==> src/rtl/sim_test_monitor_if.sv <==
// Retire and store observation bus from up to NHART cores into the test monitor.
// The core side drives (master); the monitor only listens (slave).
interface sim_test_monitor_if #(
   parameter int XLEN   = 32,
   parameter int AWIDTH = 14,
   parameter int NHART  = 2
);
   logic [NHART-1:0]        ret_valid;
   logic [NHART*XLEN-1:0]   ret_inst;
   logic [NHART*XLEN-1:0]   gp_val;
   logic [NHART-1:0]        st_valid;
   logic [NHART*AWIDTH-1:0] st_addr;
   logic [NHART*XLEN-1:0]   st_wdata;

   modport master (
      output ret_valid, ret_inst, gp_val, st_valid, st_addr, st_wdata
   );

   modport slave (
      input ret_valid, ret_inst, gp_val, st_valid, st_addr, st_wdata
   );
endinterface

==> src/rtl/sim_test_monitor.sv <==
// Per-hart test completion monitor: decides PASS/FAIL/TIMEOUT from ECALL/EBREAK
// retires and tohost stores, and reports a global verdict plus counters.
module sim_test_monitor #(
   parameter int          XLEN        = 32,
   parameter int          AWIDTH      = 14,
   parameter int          NHART       = 2,
   parameter int          HID_W       = 2,
   parameter int          CNT_W       = 32,
   parameter int          TIMEOUT     = 5000,
   parameter bit          TOHOST_EN   = 1'b1,
   parameter logic [31:0] TOHOST_ADDR = 32'h1000
) (
   input  logic                    clk,
   input  logic                    rst,
   input  logic                    start,
   sim_test_monitor_if.slave       mon,
   output logic [NHART*3-1:0]      hart_state,
   output logic                    done,
   output logic                    pass,
   output logic [XLEN-1:0]         fail_code,
   output logic [HID_W-1:0]        fail_hart,
   output logic [CNT_W-1:0]        cycle_cnt,
   output logic [NHART*CNT_W-1:0]  ret_cnt
);

   // state    | meaning
   // ST_IDLE  | not armed, events ignored, not counting
   // ST_RUN   | armed, watching for tohost / ECALL / EBREAK / timeout
   // ST_PASS  | terminal, test passed
   // ST_FAIL  | terminal, failed with captured code
   // ST_TMO   | terminal, cycle limit reached (code all-ones)
   typedef enum logic [2:0] {
      ST_IDLE = 3'd0,
      ST_RUN  = 3'd1,
      ST_PASS = 3'd2,
      ST_FAIL = 3'd3,
      ST_TMO  = 3'd4
   } state_e;

   localparam logic [XLEN-1:0] INST_ECALL  = XLEN'(32'h0000_0073);
   localparam logic [XLEN-1:0] INST_EBREAK = XLEN'(32'h0010_0073);
   localparam logic [XLEN-1:0] ONE_X       = XLEN'(1);

   state_e            state_q   [NHART];
   state_e            state_d   [NHART];
   logic [XLEN-1:0]   code_q    [NHART];
   logic [XLEN-1:0]   code_d    [NHART];
   logic [CNT_W-1:0]  ret_cnt_q [NHART];
   logic [CNT_W-1:0]  ret_cnt_d [NHART];
   logic [CNT_W-1:0]  cycle_cnt_q;
   logic [CNT_W-1:0]  cycle_cnt_d;
   logic              any_run;
   logic              found;

   always_comb begin
      any_run = 1'b0;
      for (int h = 0; h < NHART; h++) begin
         if (state_q[h] == ST_RUN) any_run = 1'b1;
      end

      cycle_cnt_d = cycle_cnt_q;
      if (start) begin
         cycle_cnt_d = '0;
      end else if (any_run && (cycle_cnt_q != '1)) begin
         cycle_cnt_d = cycle_cnt_q + CNT_W'(1);
      end

      for (int h = 0; h < NHART; h++) begin
         state_d[h]   = state_q[h];
         code_d[h]    = code_q[h];
         ret_cnt_d[h] = ret_cnt_q[h];
         if (start) begin
            state_d[h]   = ST_RUN;
            code_d[h]    = '0;
            ret_cnt_d[h] = '0;
         end else if (state_q[h] == ST_RUN) begin
            if (mon.ret_valid[h] && (ret_cnt_q[h] != '1)) begin
               ret_cnt_d[h] = ret_cnt_q[h] + CNT_W'(1);
            end
            // Even tohost values are syscall-proxy requests, not verdicts, so they fall through.
            if (TOHOST_EN && mon.st_valid[h] &&
                (mon.st_addr[h*AWIDTH +: AWIDTH] == AWIDTH'(TOHOST_ADDR)) &&
                (mon.st_wdata[h*XLEN +: XLEN] == ONE_X)) begin
               state_d[h] = ST_PASS;
            end else if (TOHOST_EN && mon.st_valid[h] &&
                         (mon.st_addr[h*AWIDTH +: AWIDTH] == AWIDTH'(TOHOST_ADDR)) &&
                         mon.st_wdata[h*XLEN]) begin
               state_d[h] = ST_FAIL;
               code_d[h]  = mon.st_wdata[h*XLEN +: XLEN];
            end else if (mon.ret_valid[h] && (mon.ret_inst[h*XLEN +: XLEN] == INST_ECALL)) begin
               if (mon.gp_val[h*XLEN +: XLEN] == ONE_X) begin
                  state_d[h] = ST_PASS;
               end else begin
                  state_d[h] = ST_FAIL;
                  code_d[h]  = mon.gp_val[h*XLEN +: XLEN];
               end
            end else if (mon.ret_valid[h] && (mon.ret_inst[h*XLEN +: XLEN] == INST_EBREAK)) begin
               state_d[h] = ST_FAIL;
               code_d[h]  = mon.gp_val[h*XLEN +: XLEN];
            end else if (cycle_cnt_q == CNT_W'(TIMEOUT - 1)) begin
               state_d[h] = ST_TMO;
               code_d[h]  = '1;
            end
         end
      end
   end

   always_ff @(posedge clk) begin
      if (rst) begin
         cycle_cnt_q <= '0;
         for (int h = 0; h < NHART; h++) begin
            state_q[h]   <= ST_IDLE;
            code_q[h]    <= '0;
            ret_cnt_q[h] <= '0;
         end
      end else begin
         cycle_cnt_q <= cycle_cnt_d;
         for (int h = 0; h < NHART; h++) begin
            state_q[h]   <= state_d[h];
            code_q[h]    <= code_d[h];
            ret_cnt_q[h] <= ret_cnt_d[h];
         end
      end
   end

   // Verdict is purely combinational from registered state, so it moves with hart_state.
   always_comb begin
      hart_state = '0;
      ret_cnt    = '0;
      done       = 1'b1;
      pass       = 1'b1;
      fail_code  = '0;
      fail_hart  = '0;
      found      = 1'b0;
      for (int h = 0; h < NHART; h++) begin
         hart_state[h*3 +: 3]     = state_q[h];
         ret_cnt[h*CNT_W +: CNT_W] = ret_cnt_q[h];
         if ((state_q[h] == ST_IDLE) || (state_q[h] == ST_RUN)) done = 1'b0;
         if (state_q[h] != ST_PASS) pass = 1'b0;
         if (!found && ((state_q[h] == ST_FAIL) || (state_q[h] == ST_TMO))) begin
            found     = 1'b1;
            fail_code = code_q[h];
            fail_hart = HID_W'(h);
         end
      end
      pass = pass & done;
   end

   assign cycle_cnt = cycle_cnt_q;

endmodule

==> src/flat_wrapper.sv <==
// flat-port wrapper written by rule: the top's interface ports become plain ports
module sim_test_monitor_flat 
#(
   parameter int          XLEN        = 32,
   parameter int          AWIDTH      = 14,
   parameter int          NHART       = 2,
   parameter int          HID_W       = 2,
   parameter int          CNT_W       = 32,
   parameter int          TIMEOUT     = 5000,
   parameter bit          TOHOST_EN   = 1'b1,
   parameter logic [31:0] TOHOST_ADDR = 32'h1000
)
  (clk, rst, start, hart_state, done, pass, fail_code, fail_hart, cycle_cnt, ret_cnt, mon_ret_valid, mon_ret_inst, mon_gp_val, mon_st_valid, mon_st_addr, mon_st_wdata);
  sim_test_monitor_if #(.XLEN(XLEN), .AWIDTH(AWIDTH), .NHART(NHART)) mon_i ();
  input  logic clk;
  input  logic rst;
  input  logic start;
  output logic [NHART*3-1:0] hart_state;
  output logic done;
  output logic pass;
  output logic [XLEN-1:0] fail_code;
  output logic [HID_W-1:0] fail_hart;
  output logic [CNT_W-1:0] cycle_cnt;
  output logic [NHART*CNT_W-1:0] ret_cnt;
  input wire logic [$bits(mon_i.ret_valid)-1:0] mon_ret_valid;
  input wire logic [$bits(mon_i.ret_inst)-1:0] mon_ret_inst;
  input wire logic [$bits(mon_i.gp_val)-1:0] mon_gp_val;
  input wire logic [$bits(mon_i.st_valid)-1:0] mon_st_valid;
  input wire logic [$bits(mon_i.st_addr)-1:0] mon_st_addr;
  input wire logic [$bits(mon_i.st_wdata)-1:0] mon_st_wdata;
  assign mon_i.ret_valid = mon_ret_valid;
  assign mon_i.ret_inst = mon_ret_inst;
  assign mon_i.gp_val = mon_gp_val;
  assign mon_i.st_valid = mon_st_valid;
  assign mon_i.st_addr = mon_st_addr;
  assign mon_i.st_wdata = mon_st_wdata;
  sim_test_monitor #(.XLEN(XLEN), .AWIDTH(AWIDTH), .NHART(NHART), .HID_W(HID_W), .CNT_W(CNT_W), .TIMEOUT(TIMEOUT), .TOHOST_EN(TOHOST_EN), .TOHOST_ADDR(TOHOST_ADDR)) u_core (.clk(clk), .rst(rst), .start(start), .mon(mon_i), .hart_state(hart_state), .done(done), .pass(pass), .fail_code(fail_code), .fail_hart(fail_hart), .cycle_cnt(cycle_cnt), .ret_cnt(ret_cnt));
endmodule
==> config.mk <==
export PLATFORM = sky130hd
export DESIGN_NAME = sim_test_monitor_flat
export DESIGN_NICKNAME = d
export VERILOG_FILES = /design/src/rtl/sim_test_monitor_if.sv /design/src/rtl/sim_test_monitor.sv /design/src/flat_wrapper.sv
export SDC_FILE = /design/constraint.sdc
export NUM_CORES = 1
export LEC_CHECK = 0
export CAP_MARGIN = 20
export CORE_MARGIN = 3
export CORE_UTILIZATION = 40
export CTS_BUF_LIST = sky130_fd_sc_hd__clkbuf_2 sky130_fd_sc_hd__clkbuf_4 sky130_fd_sc_hd__clkbuf_8
export CTS_CLUSTER_SIZE = 16
export DETAILED_ROUTE_END_ITERATION = 10
export GPL_ROUTABILITY_DRIVEN = 1
export MAX_ROUTING_LAYER = met4
export PLACE_DENSITY = 0.86
export SLEW_MARGIN = 20
export SYNTH_ARGS = -nofsm -noshare
export SYNTH_HDL_FRONTEND = slang
export SYNTH_SLANG_ARGS = --single-unit
==> constraint.sdc <==
create_clock -name clk -period 2.42 [get_ports clk]
set_input_delay 0.605 -clock clk [delete_from_list [all_inputs] [get_ports clk]]
set_output_delay 0.605 -clock clk [all_outputs]
set_load 0.005 [all_outputs]
# --- After elaboration in Yosys (flattened, before gate mapping) ---
# Memory sizes are Yosys's and may differ from the RTL's.
# Index checks and enable logic that the tools add are counted.
word_totals:
  regBits: 32
  mem_bits_rw: 134
  in_bits: 227
  elab_cells: 115
  mem_count: 3
classes:
  add_sub_neg: 3
  eq_ne: 22
  mux: 57
  bitwise_logic: 7
  reduce_logical: 22
memory_table:
  columns: ["memory", "words", "width", "rd", "rd_ports_with_merged_regs", "write_ports", "line", "text"]
  rows:
  - ["u_core.code_q", 2, 32, 2, 0, 2, "sim_test_monitor.sv:46", "logic [XLEN-1:0] code_q [NHART];"]
  - ["u_core.ret_cnt_q", 2, 32, 2, 0, 2, "sim_test_monitor.sv:48", "logic [CNT_W-1:0] ret_cnt_q [NHART];"]
  - ["u_core.state_q", 2, 3, 2, 0, 2, "sim_test_monitor.sv:44", "state_e state_q [NHART];"]
ops:
  columns: ["op", "n"]
  rows:
  - ["$mux 32", 28]
  - ["$eq 32x1->1 const B", 4]
  - ["$add 32x1->32 const B", 3]
  - ["$ne 32x32->1 const B", 3]
  - ["$eq 32x21->1 const B", 2]
  - ["$eq 32x7->1 const B", 2]
  - ["$mux 3", 16]
  - ["$eq 32x13->1 const B", 1]
  - ["$eq 14x13->1 const B", 2]
  - ["$logic_and 1x1->1", 14]
  - ["$mux 1", 13]
  - ["$eq 3x1->1 const B", 2]
  - ["$eq 3x2->1 const B", 2]
  - ["$eq 3x3->1 const B", 2]
  - ["$logic_not 3->1", 2]
  - ["$ne 3x2->1 const B", 2]
  - ["$or 1x1->1", 6]
  - ["$logic_or 1x1->1", 4]
  - ["$reduce_or 2->1", 1]
  - ["$and 1x1->1", 1]
  - ["$logic_not 1->1", 1]

# --- Depth between registers and ports, before layout ---
logic_depth:
  depth_word: 9
  depth_mapped: 9
  depth_no_buf: 7

# --- Worst setup path after synthesis ---
# No wires, ideal clock.
synth_path:
  kind: "input to register"
  from: "in mon_ret_inst[24]"
  to: "mem u_core.code_q[0][29]"
  t_arrival_ps: 2216
  path_slack_ps: 84
  stages: 7
  n_path_buf: 1
  path_cell_list: "nor4b_1 nand4_1 or2_1 o311a_1 clkbuf_1 or3_1 o31a_1"
synth_rtl:
  columns: ["element", "line", "text"]
  rows:
  - ["start: declaration", "flat_wrapper.sv:26", "input wire logic [$bits(mon_i.ret_inst)-1:0] mon_ret_inst;"]
  - ["end: declaration", "sim_test_monitor.sv:46", null]

==> metrics.txt <==
TritonCTS clock tree=built; Synth Instances=1091; crit path kind=in2reg; most frequent cell after synthesis=nor2_1; HPWL Detailed=27100 um; Synth top area share=0.378; clk_lat worst skew=0.46 ns; Root Driver=clkbuf_8; beginning of the critical path=mon_ret_inst[17]; leakage=5.71 nW; #FFs+latches synth=166; Sequential Power Share=0.494; die width=154 um; Sw Share=0.262; # setup viols final=43; H-tree depth=4; Port Buffers=363; Yosys cell types=56; die footprint=0.0238 mm^2; cts hold-fix bufs=0; Final Power=5.54 mW; Max transition margin=0.654; outcome=complete, but fails checks; min cycle time layout=2.53 ns; vias=11.0k; top cells by area, synth=dfxtp_1 38%, nor2_1 7.3%, xor2_1 5.4%; Max FO, Critical Path=8; r2r setup slk=0.08 ns; FF-to-FF End=u_core.cycle_cnt[19]; Global Route Usage Sum=0.303; FP Rows=53; most instantiated cells after synthesis=170 x nor2_1, 166 x dfxtp_1, 68 x nand4_1; first-pass GRT wire length=56900 um; Cell Int Power=4.09 mW; Post-synth EDFFs=0; drt wl/cell=20.5 um; CP Capture Type=register; Final Max Tran Viols=0; initial DRC count=879; layout cells sized above 1=0.193; die height=154 um; CTS sink count=166; skew final=0.0186 ns; CTS clk-pin slew, worst paths=0.10 ns; warnings from Yosys=0; antenna viol nets, final=0; clock group share of total power=0.352; synthesized area per cell=8.05 um^2; overall routed net length=38400 um; Via density=5.88; cell taking the most area after synthesis=dfxtp_1; post-layout worst setup margin=-0.106 ns; slew at the pin closest to its max-slew limit=0.514 ns; Synth Flop Type=dfxtp_1; core box area=0.0213 mm^2; final hold violations=0; Critical R2R Launch=u_core.state_q[0][2]; failing checks=setup timing; Max-Cap Viols=0; HP Class=reg2reg; Peak VDD IR=0.233 mV; Cell Pwr Density=374 mW/mm^2; initial antenna violation count=0; register area share after synthesis=0.378; Max Freq=396 MHz; ANT cells=0; starting density of the core=0.413; worst slack on hold paths=0.453 ns; Critical Path End=u_core.code_q[0][10]; number of global-route vias before repair=10.9k; pre-CTS WS=-0.629 ns; largest net degree at the start of global routing=75; switching power=1.45 mW; Post-synth ARST share=0; final worst-path cycle share=1.04; # IOs=365; CTS max path bufs=2; Initial DRT Pass Iterations=5; synthesized cell area=0.00878 mm^2; FF-to-FF path depth=9; routability cong.=0.975; grt ovf=0; nets@finish=1814; RSZ-0062 raised after global routing=true; drc violations=0; total CTS buffers=17; Combinational Power Share=0.154; Post-Syn Nets=1321; Critical Path AT=2.89 ns; CP startpoint kind=primary input; Syn-to-layout area delta=68.8%; CP required=2.78 ns
==> critical path, cell delays in order <==
cell and delay (ns):
clkdlybuf4s50_1 0.42, nor4_2 0.23, nand4_1 0.22, or2_4 0.31
o311a_4 0.42, clkbuf_16 0.19, or3_1 0.38, o31a_1 0.11
==> metal layers <==
metal	GRT usage	wire length, um	share of wire
met1	0.353	14100	0.37
met3	0.0506	3100	0.081
met5	-	0	0
met2	0.520	19300	0.50
met4	0.125	1830	0.048
==> area by class of cell <==
class / instances / area, um^2
Clock buffer: 18 / 241
Clock inverter: 14 / 126
Fill cell: 1569 / 6460
Inverter: 45 / 169
Multi-Input combinational cell: 813 / 5320
Sequential cell: 166 / 3340
Tap cell: 275 / 344
Timing Repair Buffer: 541 / 5280
==> cells in the final DEF, fill, tap and decap left out, drive strengths merged, types with 3 or more instances in the layout <==
master	count
clkdlybuf4s50	272
buf	209
nor2	170
dfxtp	166
nand4	68
nor3	55
xor2	54
a21oi	54
nor4	54
or3	51
inv	49
dlymetal6s2s	47
nand2	42
nand3	39
a22o	32
o221ai	31
o31a	31
xnor2	25
clkbuf	21
o21ai	18
and3	16
and4	12
dlygate4sd2	10
nor4b	10
and2	7
nor4bb	6
clkinvlp	5
or4	5
a31oi	4
clkinv	4
or2	4
a211oi	3
ha	3
nor3b	3
==> registers in the layout (all words and copies together), names as in the netlist <==
signal and cells:
u_core.code_q 64, u_core.ret_cnt_q 64, u_core.cycle_cnt 32, u_core.state_q 6
==> through the flow <==
| step | setup TNS (ns) | utilization | std cells | area [um^2] |
|---|---|---|---|---|
| after floorplan | 0 | - | 1091 | 8780 |
| after global placement | -38.32 | 0.646 | 1811 | 13800 |
| after CTS | -2.55 | 0.677 | 1864 | 14400 |
| after detailed placement | -40.93 | 0.646 | 1811 | 13800 |
| after global routing | -5.04 | 0.696 | 1872 | 14800 |
| final | -1.91 | 0.696 | 1872 | 14800 |
==> how the worst min path moves through the flow <==
| stage | start | to | slack [ns] | cells after the start |
|---|---|---|---|---|
| final | u_core.code_q[0][44] | u_core.code_q[0][44] | 0.45 | 2 |
| after global placement | u_core.code_q[0][61] | u_core.code_q[0][61] | 0.43 | 2 |
| after CTS | u_core.code_q[0][44] | u_core.code_q[0][44] | 0.45 | 2 |
| after floorplan | u_core.code_q[0][32] | u_core.code_q[0][32] | 0.42 | 2 |
| after detailed placement | u_core.code_q[0][53] | u_core.code_q[0][53] | 0.44 | 2 |
| after global routing | u_core.code_q[0][44] | u_core.code_q[0][44] | 0.47 | 2 |
==> power by group through the flow <==
stage | Combinational [mW] | Sequential, mW | Clock, mW
floorplan | 0.181 | 2.81 | 0
global placement | 0.781 | 2.80 | 0
detailed placement | 0.792 | 2.81 | 0
CTS | 0.801 | 2.74 | 1.97
global route | 0.897 | 2.74 | 2.08
finish | 0.853 | 2.74 | 1.95
==> what timing repair did <==
action                                 in CTS  in global routing
gates resized for setup                   189                 89
pin swaps                                  41                 56
cloned                                      8                  4
endpoints found under the hold margin       0                  0
buffers inserted                           15                  8
setup endpoints to repair                  98                104
==> cell families (layout without fill, tap and decap cells) <==
kind of cell | count (synthesis) | in the layout | synth area share
AO/OA/AOI/OAI | 183 | 183 | 0.152
XOR/XNOR | 79 | 79 | 0.0788
adder cells (fa/ha/maj) | 3 | 3 | 0.00427
buffers and inverters | 112 | 618 | 0.0531
flip-flops | 166 | 166 | 0.378
other | 1 | 1 | 0.000427
AND/OR/NAND/NOR | 547 | 547 | 0.333
Power figures use the tool's default switching activity.
